File: config.mk
export PLATFORM = sky130hd
export DESIGN_NAME = cpu_timer_flat
export DESIGN_NICKNAME = d
export VERILOG_FILES = /design/src/rtl/cpu_timer_pkg.sv /design/src/rtl/cpu_timer_if.sv /design/src/rtl/cpu_timer_prescaler.sv /design/src/rtl/cpu_timer.sv /design/src/flat_wrapper.sv
export SDC_FILE = /design/constraint.sdc
export NUM_CORES = 1
export LEC_CHECK = 0
export ABC_AREA = 1
export BUFFER_PORTS_ARGS = -buffer_cell sky130_fd_sc_hd__buf_2
export CAP_MARGIN = 20
export CORE_ASPECT_RATIO = 0.9
export CORE_UTILIZATION = 52
export DETAILED_ROUTE_END_ITERATION = 10
export HOLD_SLACK_MARGIN = 0.15
export PLACE_DENSITY = 0.75
export REMOVE_ABC_BUFFERS = 1
export SLEW_MARGIN = 20
export SYNTH_ARGS = -nofsm -noshare
export SYNTH_HDL_FRONTEND = slang
export SYNTH_SLANG_ARGS = --single-unit
File: constraint.sdc
create_clock -name clk -period 1.44 [get_ports clk]
set_input_delay 0.288 -clock clk [delete_from_list [all_inputs] [get_ports clk]]
set_output_delay 0.288 -clock clk [all_outputs]
set_load 0.05 [all_outputs]
File: src/rtl/cpu_timer_pkg.sv
// Shared types and constants for the cpu_timer block and its prescaler.
package cpu_timer_pkg;

    localparam int TIMER_W          = 16;
    localparam int DEFAULT_PRESCALE = 50000;

    typedef enum logic [1:0] {
        IDLE,
        RUN,
        HALT
    } state_e;

    // Prescaler counter width: enough bits for 0..prescale-1, never below one bit.
    function automatic int presc_w(input int prescale);
        return (prescale <= 2) ? 1 : $clog2(prescale);
    endfunction

endpackage

File: src/rtl/cpu_timer_if.sv
// ALU <-> timer link: start strobe toward the timer, count and status back.
interface cpu_timer_if #(
    parameter int WIDTH = cpu_timer_pkg::TIMER_W
);

    logic             start;
    logic [WIDTH-1:0] timer;
    logic             running;
    logic             ovf;

    modport master (output start, input timer, running, ovf);
    modport slave  (input start, output timer, running, ovf);

endinterface

File: src/rtl/cpu_timer_prescaler.sv
// Clock divider: counts 0..PRESCALE-1 while enabled and pulses tick on the terminal value.
module timer_prescaler
    import cpu_timer_pkg::*;
#(
    parameter int PRESCALE = DEFAULT_PRESCALE
) (
    input  logic clk,
    input  logic rst_n,
    input  logic clr,
    input  logic en,
    output logic tick
);

    localparam int              CNT_W = presc_w(PRESCALE);
    localparam logic [CNT_W-1:0] LAST = CNT_W'(PRESCALE - 1);

    logic [CNT_W-1:0] cnt_q;
    logic [CNT_W-1:0] cnt_d;

    always_comb begin
        // NOTE: every output of this block gets a default first so no path leaves it unassigned (no latch).
        cnt_d = cnt_q;
        tick  = 1'b0;
        if (clr) begin
            cnt_d = '0;
        end else if (en) begin
            if (cnt_q == LAST) begin
                cnt_d = '0;
                tick  = 1'b1;
            end else begin
                cnt_d = cnt_q + 1'b1;
            end
        end
    end

    always_ff @(posedge clk or negedge rst_n) begin
        if (!rst_n) begin
            cnt_q <= '0;
        end else begin
            // NOTE: state registers use non-blocking assignment so all flops update from pre-edge values.
            cnt_q <= cnt_d;
        end
    end

endmodule

File: src/rtl/cpu_timer.sv
// Elapsed-time tick counter serving the ALU START/GET opcodes.
// Define CPU_TIMER_SATURATE_EN to freeze at all ones (HALT) instead of wrapping to zero.
module cpu_timer
    import cpu_timer_pkg::*;
#(
    parameter int PRESCALE = DEFAULT_PRESCALE,
    parameter int WIDTH    = TIMER_W
) (
    input logic        clk,
    input logic        rst_n,
    cpu_timer_if.slave bus
);

    localparam logic [WIDTH-1:0] TIMER_MAX = '1;

    state_e           state_q;
    state_e           state_d;
    logic [WIDTH-1:0] timer_q;
    logic [WIDTH-1:0] timer_d;
    logic             ovf_q;
    logic             ovf_d;
    logic             start_q;
    logic             start_evt;
    logic             tick;

    // A held strobe is one event: only the rising edge restarts the count.
    assign start_evt = bus.start & ~start_q;

    timer_prescaler #(
        .PRESCALE(PRESCALE)
    ) u_prescaler (
        .clk  (clk),
        .rst_n(rst_n),
        .clr  (start_evt | (state_q != RUN)),
        .en   (state_q == RUN),
        .tick (tick)
    );

    always_comb begin
        state_d = state_q;
        timer_d = timer_q;
        ovf_d   = ovf_q;
        if (start_evt) begin
            // Restart wins over a coincident tick.
            state_d = RUN;
            timer_d = '0;
            ovf_d   = 1'b0;
        end else if (state_q == RUN && tick) begin
            if (timer_q == TIMER_MAX) begin
                ovf_d = 1'b1;
`ifdef CPU_TIMER_SATURATE_EN
                state_d = HALT;
`else
                timer_d = '0;
`endif
            end else begin
                timer_d = timer_q + 1'b1;
            end
        end
    end

    always_ff @(posedge clk or negedge rst_n) begin
        if (!rst_n) begin
            state_q <= IDLE;
            timer_q <= '0;
            ovf_q   <= 1'b0;
            start_q <= 1'b0;
        end else begin
            state_q <= state_d;
            timer_q <= timer_d;
            ovf_q   <= ovf_d;
            start_q <= bus.start;
        end
    end

    assign bus.timer   = timer_q;
    assign bus.running = (state_q == RUN);
    assign bus.ovf     = ovf_q;

endmodule

File: src/flat_wrapper.sv
// flat-port wrapper written by rule: the top's interface ports become plain ports
module cpu_timer_flat import cpu_timer_pkg::*;
#(
    parameter int PRESCALE = DEFAULT_PRESCALE,
    parameter int WIDTH    = TIMER_W
)
  (clk, rst_n, bus_start, bus_timer, bus_running, bus_ovf);
  cpu_timer_if #(.WIDTH(WIDTH)) bus_i ();
  input logic clk;
  input logic rst_n;
  input wire logic [$bits(bus_i.start)-1:0] bus_start;
  output wire logic [$bits(bus_i.timer)-1:0] bus_timer;
  output wire logic [$bits(bus_i.running)-1:0] bus_running;
  output wire logic [$bits(bus_i.ovf)-1:0] bus_ovf;
  assign bus_i.start = bus_start;
  assign bus_timer = bus_i.timer;
  assign bus_running = bus_i.running;
  assign bus_ovf = bus_i.ovf;
  cpu_timer #(.PRESCALE(PRESCALE), .WIDTH(WIDTH)) u_core (.clk(clk), .rst_n(rst_n), .bus(bus_i));
endmodule
==> results of run 1 <==
-- synthesized netlist by cell type, drive strengths merged --
library cell	n
a21oi	10
buf	2
dfrtp	35
ha	2
inv	36
nand2	73
nand3	20
nand3b	1
nand4	13
nor2	51
nor3	5
o21ai	12
o21bai	1
or2	2
xnor2	1
xor2	7
-- area by class of cell --
type | instances | share of cell area
multi-input cells | 199 | 0.3908
flip-flops and latches | 35 | 0.3099
repair buffers | 69 | 0.1813
inverters | 36 | 0.05084
clock buffers | 6 | 0.02564
clock inverters | 2 | 0.02122
well taps | 46 | 0.02034
-- worst paths after layout --
path / startpoint / cells after the start / slack, ns / to
setup / recovery: u_core.u_prescaler.cnt_q[10] / 8 / -0.02 / u_core.bus.timer[7]
hold / removal: rst_n / 2 / 0.45 / u_core.bus.timer[6]
setup reg to reg: u_core.u_prescaler.cnt_q[10] / 8 / -0.02 / u_core.bus.timer[7]
hold reg to reg: u_core.bus.timer[7] / 2 / 0.53 / u_core.bus.timer[7]
max in group asynchronous: rst_n / 3 / 0.54 / u_core.u_prescaler.cnt_q[10]
min in group clk: bus_start / 5 / 0.47 / u_core.bus.ovf
-- through the flow --
step,setup slack [ns],util,cell area [um2],hold WS (ns)
after floorplan,-0.4168,-,1994,-0.007591
after global placement,-0.01122,0.6491,2405,0.2208
after detailed placement,-0.1019,0.6491,2405,0.2256
after CTS,0.002059,0.7180,2660,0.4489
after global routing,-0.1029,0.7639,2830,0.4783
final,-0.01741,0.7639,2830,0.4525
-- sequential cells by signal (all words and copies together), names as in the netlist --
register,flops
u_core.u_prescaler.cnt_q,16
u_core.bus.timer,16
u_core.state_q,1
u_core.bus.ovf,1
u_core.start_q,1
-- worst max-delay path, cell delays in order (launching register included) --
cell     delay, ns
dfrtp_1       0.42
nor2_2        0.16
nand2_2       0.08
nor2_4        0.15
nand3_4       0.17
nand2_8       0.16
buf_4         0.13
a21oi_1       0.05
nor2_1        0.08
-- report_power, final --
group / switching, mW / total (mW) / internal (mW) / leakage [nW]
sequential: 0.0611 / 1.09 / 1.03 / 0.473
combinational: 0.178 / 0.313 / 0.135 / 0.880
clock: 0.365 / 1.06 / 0.692 / 0.0654
-- timing repair --
| item | in CTS | in global routing |
|---|---|---|
| gates cloned | 1 | 0 |
| pin swaps | 8 | 12 |
| hold buffers | 2 | 0 |
| endpoints found under the hold margin | 15 | 0 |
| setup endpoints to repair | 18 | 28 |
| buffers inserted | 8 | 7 |
| resized for setup | 8 | 40 |
-- logic make-up (layout without fill, tap and decap cells) --
family / Yosys count / count (layout) / share of synthesized area
DFF: 35 / 35 / 0.4337
adders and majority gates: 2 / 2 / 0.01239
buffers and inverters: 38 / 113 / 0.07930
and+or+nand+nor: 165 / 166 / 0.3742
xor gates and xnor gates: 8 / 8 / 0.03470
AOI/OAI and AO/OA: 23 / 23 / 0.06567
-- metal layers --
metal | wire, um | global-route usage | up-vias
met5 | 0 | 0 | -
met4 | 85 | 0.09119 | 0
met2 | 2623 | 0.4003 | 78
li1 | - | - | 1014
met1 | 2555 | 0.4311 | 967
met3 | 292 | 0.03889 | 15
==> metrics.md, run 1 <==
| Metric | Value |
|---|---|
| Clock Tree Root | `clkbuf_8` |
| Tot Pwr | `2.463 mW` |
| # setup viols final | `7` |
| CP Class | `flip-flop to flip-flop` |
| Clock slew at reported path FFs | `0.08 ns` |
| # diodes | `0` |
| Post-synth top area share | `0.4337` |
| Multi-input logic area | `1106 um2` |
| Cell count after synthesis | `271` |
| Failing checks | `setup timing` |
| Post-DP HPWL | `3795 um` |
| Final Hold Fails | `0` |
| Final worst setup slack | `-0.01741 ns` |
| Cts bufs inserted | `5` |
| Ys Warns | `0` |
| Maximum fanout along the worst path | `7` |
| Worst EP required | `1.67 ns` |
| Remaining DRCs | `0` |
| Placed Cells | `367` |
| DIE AREA | `4137 um2` |
| Leak | `1.419 nW` |
| Avg Cell Area, Syn | `7.452 um2` |
| Layout Skew | `0.007958 ns` |
| Synth area leader | `dfrtp_1` |
| Sink Count | `35` |
| CP endpoint kind | `flip-flop` |
| Nature of the critical path startpoint | `flip-flop` |
| Post-synthesis sequential area ratio | `0.4337` |
| Most common cell after layout, fill and taps aside | `nand2_1` |
| Final antenna-violating net count | `0` |
| GRT overflow | `0` |
| H-Tree Depth | `2` |
| Max-slew violation count | `0` |
| Drt first pass iters | `5` |
| Die Wd | `67.69 um` |
| Routability-driven placement congestion ratio | `0.9568` |
| Worst Tran Pin Value | `0.4215 ns` |
| Rel. slew slack | `0.7187` |
| Fillers | `266` |
| Layout cells sized above 1 | `0.3516` |
| Pin count of the biggest net entering global routing | `22` |
| Final WL | `5556 um` |
| Fin crit period | `1.457 ns` |
| DR iter-0 viols | `218` |
| CTS tree | `built` |
| Synth area leaders | `dfrtp_1 (43%), nand2_1 (13%), nor2_1 (8.4%), inv_1 (5.9%), nand3_1 (4.5%)` |
| Run status | `finished, violations left` |
| Achievable Freq | `686.1 MHz` |
| Fin nets | `351` |
| Gr usage total | `0.2794` |
| RSZ-0062 raised after global routing | `true` |
| Max_cap viols | `0` |
| Seq cells post-synth | `35` |
| Tcrit/Tclk final | `1.012` |
| Cell Area, Synth | `2019 um2` |
| First-pass GRT wire length | `8362 um` |
| Initial core utilization | `0.5451` |
| Routed vias/inst | `5.277` |
| Ports | `21` |
| Row count | `21` |
| Initial antenna violation count | `0` |
| Synth unique cells | `27` |
| VDD IR-drop max | `674.6 uV` |
| Setup TNS | `-0.04508 ns` |
| Pwr/cell area | `870.3 nW/um2` |
| Clk buf depth | `2` |
| Die Y | `61.12 um` |
| Synth-to-layout area growth | `40.15%` |
| Number of global-route vias before repair | `1808` |
| Later-pin clock latency in the skew report | `0.29 ns` |
| Via count | `2074` |
| Commonest non-fill, non-tap cells in the layout | `nand2_1 (64), buf_4 (41), nor2_1 (36), dfrtp_1 (34), inv_1 (30)` |
| Register area | `877.1 um2` |
| Critical Path AT | `1.69 ns` |
| Drt wl/cell | `14.14 um` |
| Filler-free cell count of the finished design | `393` |
| IO Port Bufs | `20` |
| Core area | `3705 um2` |
| Worst Hold Class | `input pin to async pin` |
Power figures use the tool's default switching activity.
==> run 2, diff against run 1 <==
- CORE_UTILIZATION: 52 -> 40
- PLACE_DENSITY: 0.75 -> not set
- clock period: 1.44 -> 1.74 ns (I/O delays scaled with it)
==> run 2 against run 1 <==
Effect of this change: the flow now finishes without violations; non-clock buffer count shrank 41; final cell count shrank 6.1%; clock skew shrank 0.0010 ns; worst hold slack lost 0.27 ns; power shrank 32%; sequential share of layout area grew 6.5 points; via count shrank 14%; core utilization shrank 28 points; count of clock-buffer cells in the layout is the same.
==> metrics.md, run 2 (synthesized netlist as in run 1, its figures left out) <==
| Metric | Value |
|---|---|
| Run status | `complete, no violations` |
| Critical R2R Launch | `u_core.bus.timer[0]` |
| RSZ-0062 raised after global routing | `false` |
| Routed vias/inst | `4.832 (-8.4%)` |
| Gr usage total | `0.1860 (-0.09343)` |
| VDD IR-drop max | `384.1 uV (-43%)` |
| Post-CTS Setup Repair Bufs | `0 (-8)` |
| Row count | `24 (+14%)` |
| Initial antenna violation count | `0 (unchanged)` |
| Pin count of the biggest net entering global routing | `36 (+64%)` |
| DR iter-0 viols | `139 (-36%)` |
| Fin crit period | `1.560 ns (+0.1028 ns)` |
| Clock Tree Root | `clkbuf_8` |
| Worst Hold Class | `input pin to flip-flop` |
| Layout cells sized above 1 | `0.2007 (-0.1509)` |
| Max-slew violation count | `0 (unchanged)` |
| Worst EP required | `1.92 ns (+0.25 ns)` |
| IO Port Bufs | `20 (unchanged)` |
| Cts bufs inserted | `5 (unchanged)` |
| Post-DP HPWL | `3348 um (-12%)` |
| Placed Cells | `361 (-1.6%)` |
| Fillers | `491 (+85%)` |
| Final antenna-violating net count | `0 (unchanged)` |
| Achievable Freq | `640.9 MHz (-6.6%)` |
| Multi-input logic area | `994.7 um2 (-10%)` |
| H-Tree Depth | `2 (unchanged)` |
| Later-pin clock latency in the skew report | `0.29 ns (about the same)` |
| Ports | `21 (unchanged)` |
| # diodes | `0 (unchanged)` |
| Worst R2R End | `u_core.bus.timer[11]` |
| Min-Delay Startpoint | `bus_start` |
| Rel. slew slack | `0.7080 (-0.01070)` |
| Initial core utilization | `0.4177 (-0.1274)` |
| Layout Skew | `0.006952 ns (-0.001006 ns)` |
| Drt wl/cell | `12.02 um (-15%)` |
| Final WL | `4437 um (-20%)` |
| Final Hold Fails | `0 (unchanged)` |
| DIE AREA | `5337 um2 (+29%)` |
| Leak | `1.147 nW (-19%)` |
| Die Wd | `76.90 um (+14%)` |
| R2r setup slk | `0.18 ns (+0.20 ns)` |
| Commonest non-fill, non-tap cells in the layout | `nand2_1 (69), nor2_1 (45), dfrtp_1 (34), inv_1 (32), buf_2 (20)` |
| Die Y | `69.41 um (+14%)` |
| Nature of the critical path startpoint | `flip-flop` |
| Critical Path AT | `1.74 ns (+0.05 ns)` |
| Placed Instance Area | `2228 um2 (-7.3%)` |
| CP Class | `flip-flop to flip-flop` |
| Clock slew at reported path FFs | `0.07 ns (about the same)` |
| Remaining DRCs | `0 (unchanged)` |
| Via count | `1783 (-14%)` |
| Filler-free cell count of the finished design | `369 (-6.1%)` |
| Setup TNS | `0 ns (+0.04508 ns)` |
| CTS tree | `built` |
| Most common cell after layout, fill and taps aside | `nand2_1` |
| Drt first pass iters | `4 (-1)` |
| Clk buf depth | `2 (unchanged)` |
| Worst Tran Pin Value | `0.4380 ns (+0.01652 ns)` |
| Routability-driven placement congestion ratio | `0.8305 (-13%)` |
| Cell area after layout | `2338 um2 (-17%)` |
| Sink Count | `35 (unchanged)` |
| Max_cap viols | `0 (unchanged)` |
| CP endpoint kind | `flip-flop` |
| Register area | `877.1 um2 (unchanged)` |
| # setup viols final | `0 (-7)` |
| Core area | `4835 um2 (+30%)` |
| Min-Delay Endpoint | `u_core.start_q` |
| Hold_ws | `0.1814 ns (-0.2711 ns)` |
| Synth-to-layout area growth | `15.80%` |
| Maximum fanout along the worst path | `5 (-2)` |
| Hold-critical path depth | `1` |
| Fin nets | `309 (-12%)` |
| Path depth of the worst reg2reg path | `8 (unchanged)` |
| Tcrit/Tclk final | `0.8967 (-0.1154)` |
| Pwr/cell area | `717.2 nW/um2 (-18%)` |
| First-pass GRT wire length | `7741 um (-7.4%)` |
| GRT overflow | `0 (unchanged)` |
| Number of global-route vias before repair | `1600 (-12%)` |
==> run 2: what timing repair did <==
| action | 4_1_cts | 5_1_grt |
|---|---|---|
| setup endpoints to repair | 0 | 11 |
| resized for setup | 0 | 3 |
| hold endpoints to repair | 35 | 0 |
| hold buffers | 1 | 0 |
==> run 2: worst max path at each step <==
stage,startpoint,end,slack (ns),cells past startpoint
6_report,u_core.bus.timer[0],u_core.bus.timer[11],0.18,8
5_1_grt,u_core.bus.timer[0],u_core.bus.timer[11],0.004,8
4_1_cts,u_core.bus.timer[1],u_core.bus.timer[11],0.13,8
3_5_place_dp,u_core.bus.timer[1],u_core.bus.timer[11],0.15,8
3_3_place_gp,u_core.bus.timer[1],u_core.bus.timer[0],0.15,8
2_1_floorplan,u_core.bus.timer[1],u_core.bus.timer[11],-0.12,8
==> run 2: area by class of cell <==
cell class,count,share of cell area
Multi-Input combinational cell,198,0.4254
Sequential cell,35,0.3751
Timing Repair Buffer,28,0.06956
Inverter,36,0.05779
Clock buffer,6,0.03531
Tap cell,65,0.03478
Clock inverter,1,0.002140
==> run 2: where the power goes <==
part / leakage, nW / internal, mW / switching (mW)
sequential: 0.473 / 0.854 / 0.0444
combinational: 0.627 / 0.0602 / 0.116
clock: 0.0470 / 0.311 / 0.292
==> run 2: stage by stage <==
step / setup slack (ns) / total power [mW] / util
detailed placement: 0.1457 / 1.093 / 0.4609
CTS: 0.1280 / 1.706 / 0.4811
global placement: 0.1500 / 1.089 / 0.4609
finish: 0.1797 / 1.677 / 0.4837
floorplan: -0.1168 / 1.032 / -
global route: 0.003660 / 1.759 / 0.4837
==> run 2: metal layers <==
| layer | GRT usage | part of all wire |
|---|---|---|
| met4 | 0.05769 | 0.0090 |
| met1 | 0.2966 | 0.55 |
| met3 | 0.03947 | 0.041 |
| met5 | 0 | 0 |
| met2 | 0.2450 | 0.40 |
==> run 2: critical path, stage by stage (launching register included) <==
cell	delay, ns
dfrtp_1	0.41
ha_2	0.23
nand2_1	0.10
nor2_2	0.16
nand4_2	0.20
nand2_2	0.12
nand2_2	0.10
nand2_1	0.10
nor2_2	0.03
==> run 3, diff against run 2 <==
- GPL_TIMING_DRIVEN: not set -> 0
==> run 3 against run 2 <==
Effect of this change: critical path depth unchanged; combinational power about the same; die area unchanged; global-route usage decreased by 0.46 points; clock power increased by 23%; design area increased by 1.5%; sequential share of layout area decreased by 0.55 points; worst hold slack got worse by 0.042 ns; wire length decreased by 1.1%; power increased by 8.4%; setup slack got worse by 0.072 ns; critical endpoint unchanged.
==> metrics.md, run 3 (synthesized netlist as in run 1, its figures left out) <==
| Metric | Value |
|---|---|
| GRT overflow | `0 (unchanged)` |
| Finished Core Util | `0.4909 (+0.007246)` |
| CTS tree | `built` |
| Maximum fanout along the worst path | `5 (unchanged)` |
| Final antenna-violating net count | `0 (unchanged)` |
| Final WL | `4386 um (-1.1%)` |
| Critical R2R Launch | `u_core.bus.timer[0]` |
| Die Y | `69.41 um (unchanged)` |
| DIE AREA | `5337 um2 (unchanged)` |
| # setup viols final | `0 (unchanged)` |
| Layout cells sized above 1 | `0.2119 (+0.01126)` |
| Worst R2R End | `u_core.bus.timer[11]` |
| Ports | `21 (unchanged)` |
| Cells along the critical path | `ha_4, nand2_1, nor2_4, nand4_2, nand2_2, nand2_2, nand2_1, nor2_2` |
| Layout Skew | `0.006324 ns (-0.0006283 ns)` |
| Synth-to-layout area growth | `17.53%` |
| Core area | `4835 um2 (unchanged)` |
| RSZ-0062 raised after global routing | `false` |
| Multi-input logic area | `1017 um2 (+2.3%)` |
| First-pass GRT wire length | `7590 um (-2.0%)` |
| Row count | `24 (unchanged)` |
| Cts bufs inserted | `5 (unchanged)` |
| Worst Hold Class | `input pin to async pin` |
| Worst slack at placement | `-0.008281 ns (-0.1540 ns)` |
| Nature of the critical path startpoint | `flip-flop` |
| # diodes | `0 (unchanged)` |
| Fin crit period | `1.632 ns (+0.07178 ns)` |
| IO Port Bufs | `20 (unchanged)` |
| Fillers | `501 (+2.0%)` |
| Worst EP required | `1.92 ns (about the same)` |
| Slowest cell delay on critical path | `0.44 ns (+0.03 ns)` |
| Routed vias/inst | `4.807 (-0.53%)` |
| Clock slew at reported path FFs | `0.08 ns (about the same)` |
| CP endpoint kind | `flip-flop` |
| CP Class | `flip-flop to flip-flop` |
| Pwr/cell area | `766.1 nW/um2 (+6.8%)` |
| Initial core utilization | `0.4177 (unchanged)` |
| Path depth of the worst reg2reg path | `8 (unchanged)` |
| Cell area after layout | `2374 um2 (+1.5%)` |
| Sink Count | `35 (unchanged)` |
| Run status | `complete, no violations` |
| Routability-driven placement congestion ratio | `0.8382 (+0.93%)` |
| Number of global-route vias before repair | `1547 (-3.3%)` |
| Post-DP HPWL | `3168 um (-5.4%)` |
| Clock Tree Root | `clkbuf_8` |
| Register area | `877.1 um2 (unchanged)` |
| Clk buf depth | `2 (unchanged)` |
| Max_cap viols | `0 (unchanged)` |
| Tot Pwr | `1.818 mW (+8.4%)` |
| Gr usage total | `0.1814 (-0.004576)` |
| Commonest non-fill, non-tap cells in the layout | `nand2_1 (69), nor2_1 (42), dfrtp_1 (34), inv_1 (31), buf_2 (20)` |
| Achievable Freq | `612.7 MHz (-4.4%)` |
| Initial antenna violation count | `0 (unchanged)` |
| Max-slew violation count | `0 (unchanged)` |
| VDD IR-drop max | `650.6 uV (+69%)` |
| Final worst setup slack | `0.1080 ns (-0.07178 ns)` |
| Most common cell after layout, fill and taps aside | `nand2_1` |
| Later-pin clock latency in the skew report | `0.29 ns (about the same)` |
| Critical Path AT | `1.81 ns (+0.07 ns)` |
| Pin count of the biggest net entering global routing | `36 (unchanged)` |
| Cell with the largest stage delay on the worst path | `dfrtp_1` |
| Rel. slew slack | `0.4668 (-0.2412)` |
| R2r setup slk | `0.11 ns (-0.07 ns)` |
| Setup TNS | `0 ns (unchanged)` |
| Remaining DRCs | `0 (unchanged)` |
| DR iter-0 viols | `142 (+2.2%)` |
| Placed Instance Area | `2176 um2 (-2.4%)` |
| Drt first pass iters | `4 (unchanged)` |
| Drt wl/cell | `11.95 um (-0.61%)` |
| Worst Tran Pin Value | `0.7998 ns (+0.3618 ns)` |
| Final Hold Fails | `0 (unchanged)` |
| Tcrit/Tclk final | `0.9379 (+0.04125)` |
| CTS Hold Bufs | `0 (-1)` |
| Die Wd | `76.90 um (unchanged)` |
| Fin nets | `306 (-0.97%)` |
| Via count | `1764 (-1.1%)` |
| Leak | `1.147 nW (about the same)` |
| H-Tree Depth | `2 (unchanged)` |
[run 3: cell types whose count changed in the layout (fill, tap and decap cells not counted), sizes merged]
cell / delta
clkinv: +1
buf: -2
dlygate4sd3: -1
clkbuf: -1
bufinv: +1
[run 3: worst max-delay path: cells and delay by family, from the launching register on]
family        cells  cell delay (ns)
flops             1             0.44
fa+ha+maj         1             0.18
simple gates      7             0.89
[run 3: power by group]
group | total, mW | leakage (nW) | switching, mW | internal [mW]
clock | 0.742 | 0.0581 | 0.316 | 0.427
combinational | 0.178 | 0.616 | 0.118 | 0.0607
sequential | 0.898 | 0.473 | 0.0445 | 0.853
total | 1.82 | 1.15 | 0.478 | 1.34
[run 3: final cells by class]
type / instances / share of cell area
Multi-Input combinational cell: 198 / 0.4286
Sequential cell: 35 / 0.3695
Timing Repair Buffer: 25 / 0.06326
Inverter: 36 / 0.05693
Tap cell: 65 / 0.03426
Clock buffer: 5 / 0.02899
Clock inverter: 3 / 0.01845
[run 3: per-stage QoR]
step	hold WS (ns)	cells
after floorplan	0.05241	269
after global placement	0.4520	354
after detailed placement	0.4526	354
after CTS	0.1559	362
after global routing	0.1516	367
final	0.1393	367
[run 3: worst max-delay path by stage]
stage,startpoint,end,slack (ns),cells after the start
6_report,u_core.bus.timer[0],u_core.bus.timer[11],0.11,8
5_1_grt,u_core.bus.timer[0],u_core.bus.timer[15],0.02,8
4_1_cts,u_core.bus.timer[1],u_core.bus.timer[11],0.03,8
3_5_place_dp,u_core.bus.timer[1],u_core.bus.timer[11],-0.008,8
3_3_place_gp,u_core.bus.timer[1],u_core.bus.timer[11],0.02,8
2_1_floorplan,u_core.bus.timer[1],u_core.bus.timer[11],-0.12,8
[run 3: repair_timing]
item	in CTS	in global routing
gates cloned	0	0
setup endpoints to repair	4	10
buffers inserted	0	5
gates resized for setup	1	8
hold endpoints to repair	0	0
pin swaps	0	2
[run 3: per-layer routing]
metal	track usage	part of all wire	wire length [um]
met5	0	0	0
met4	0.05128	0.0093	41
met3	0.03947	0.032	140
met1	0.2833	0.57	2481
met2	0.2470	0.39	1723
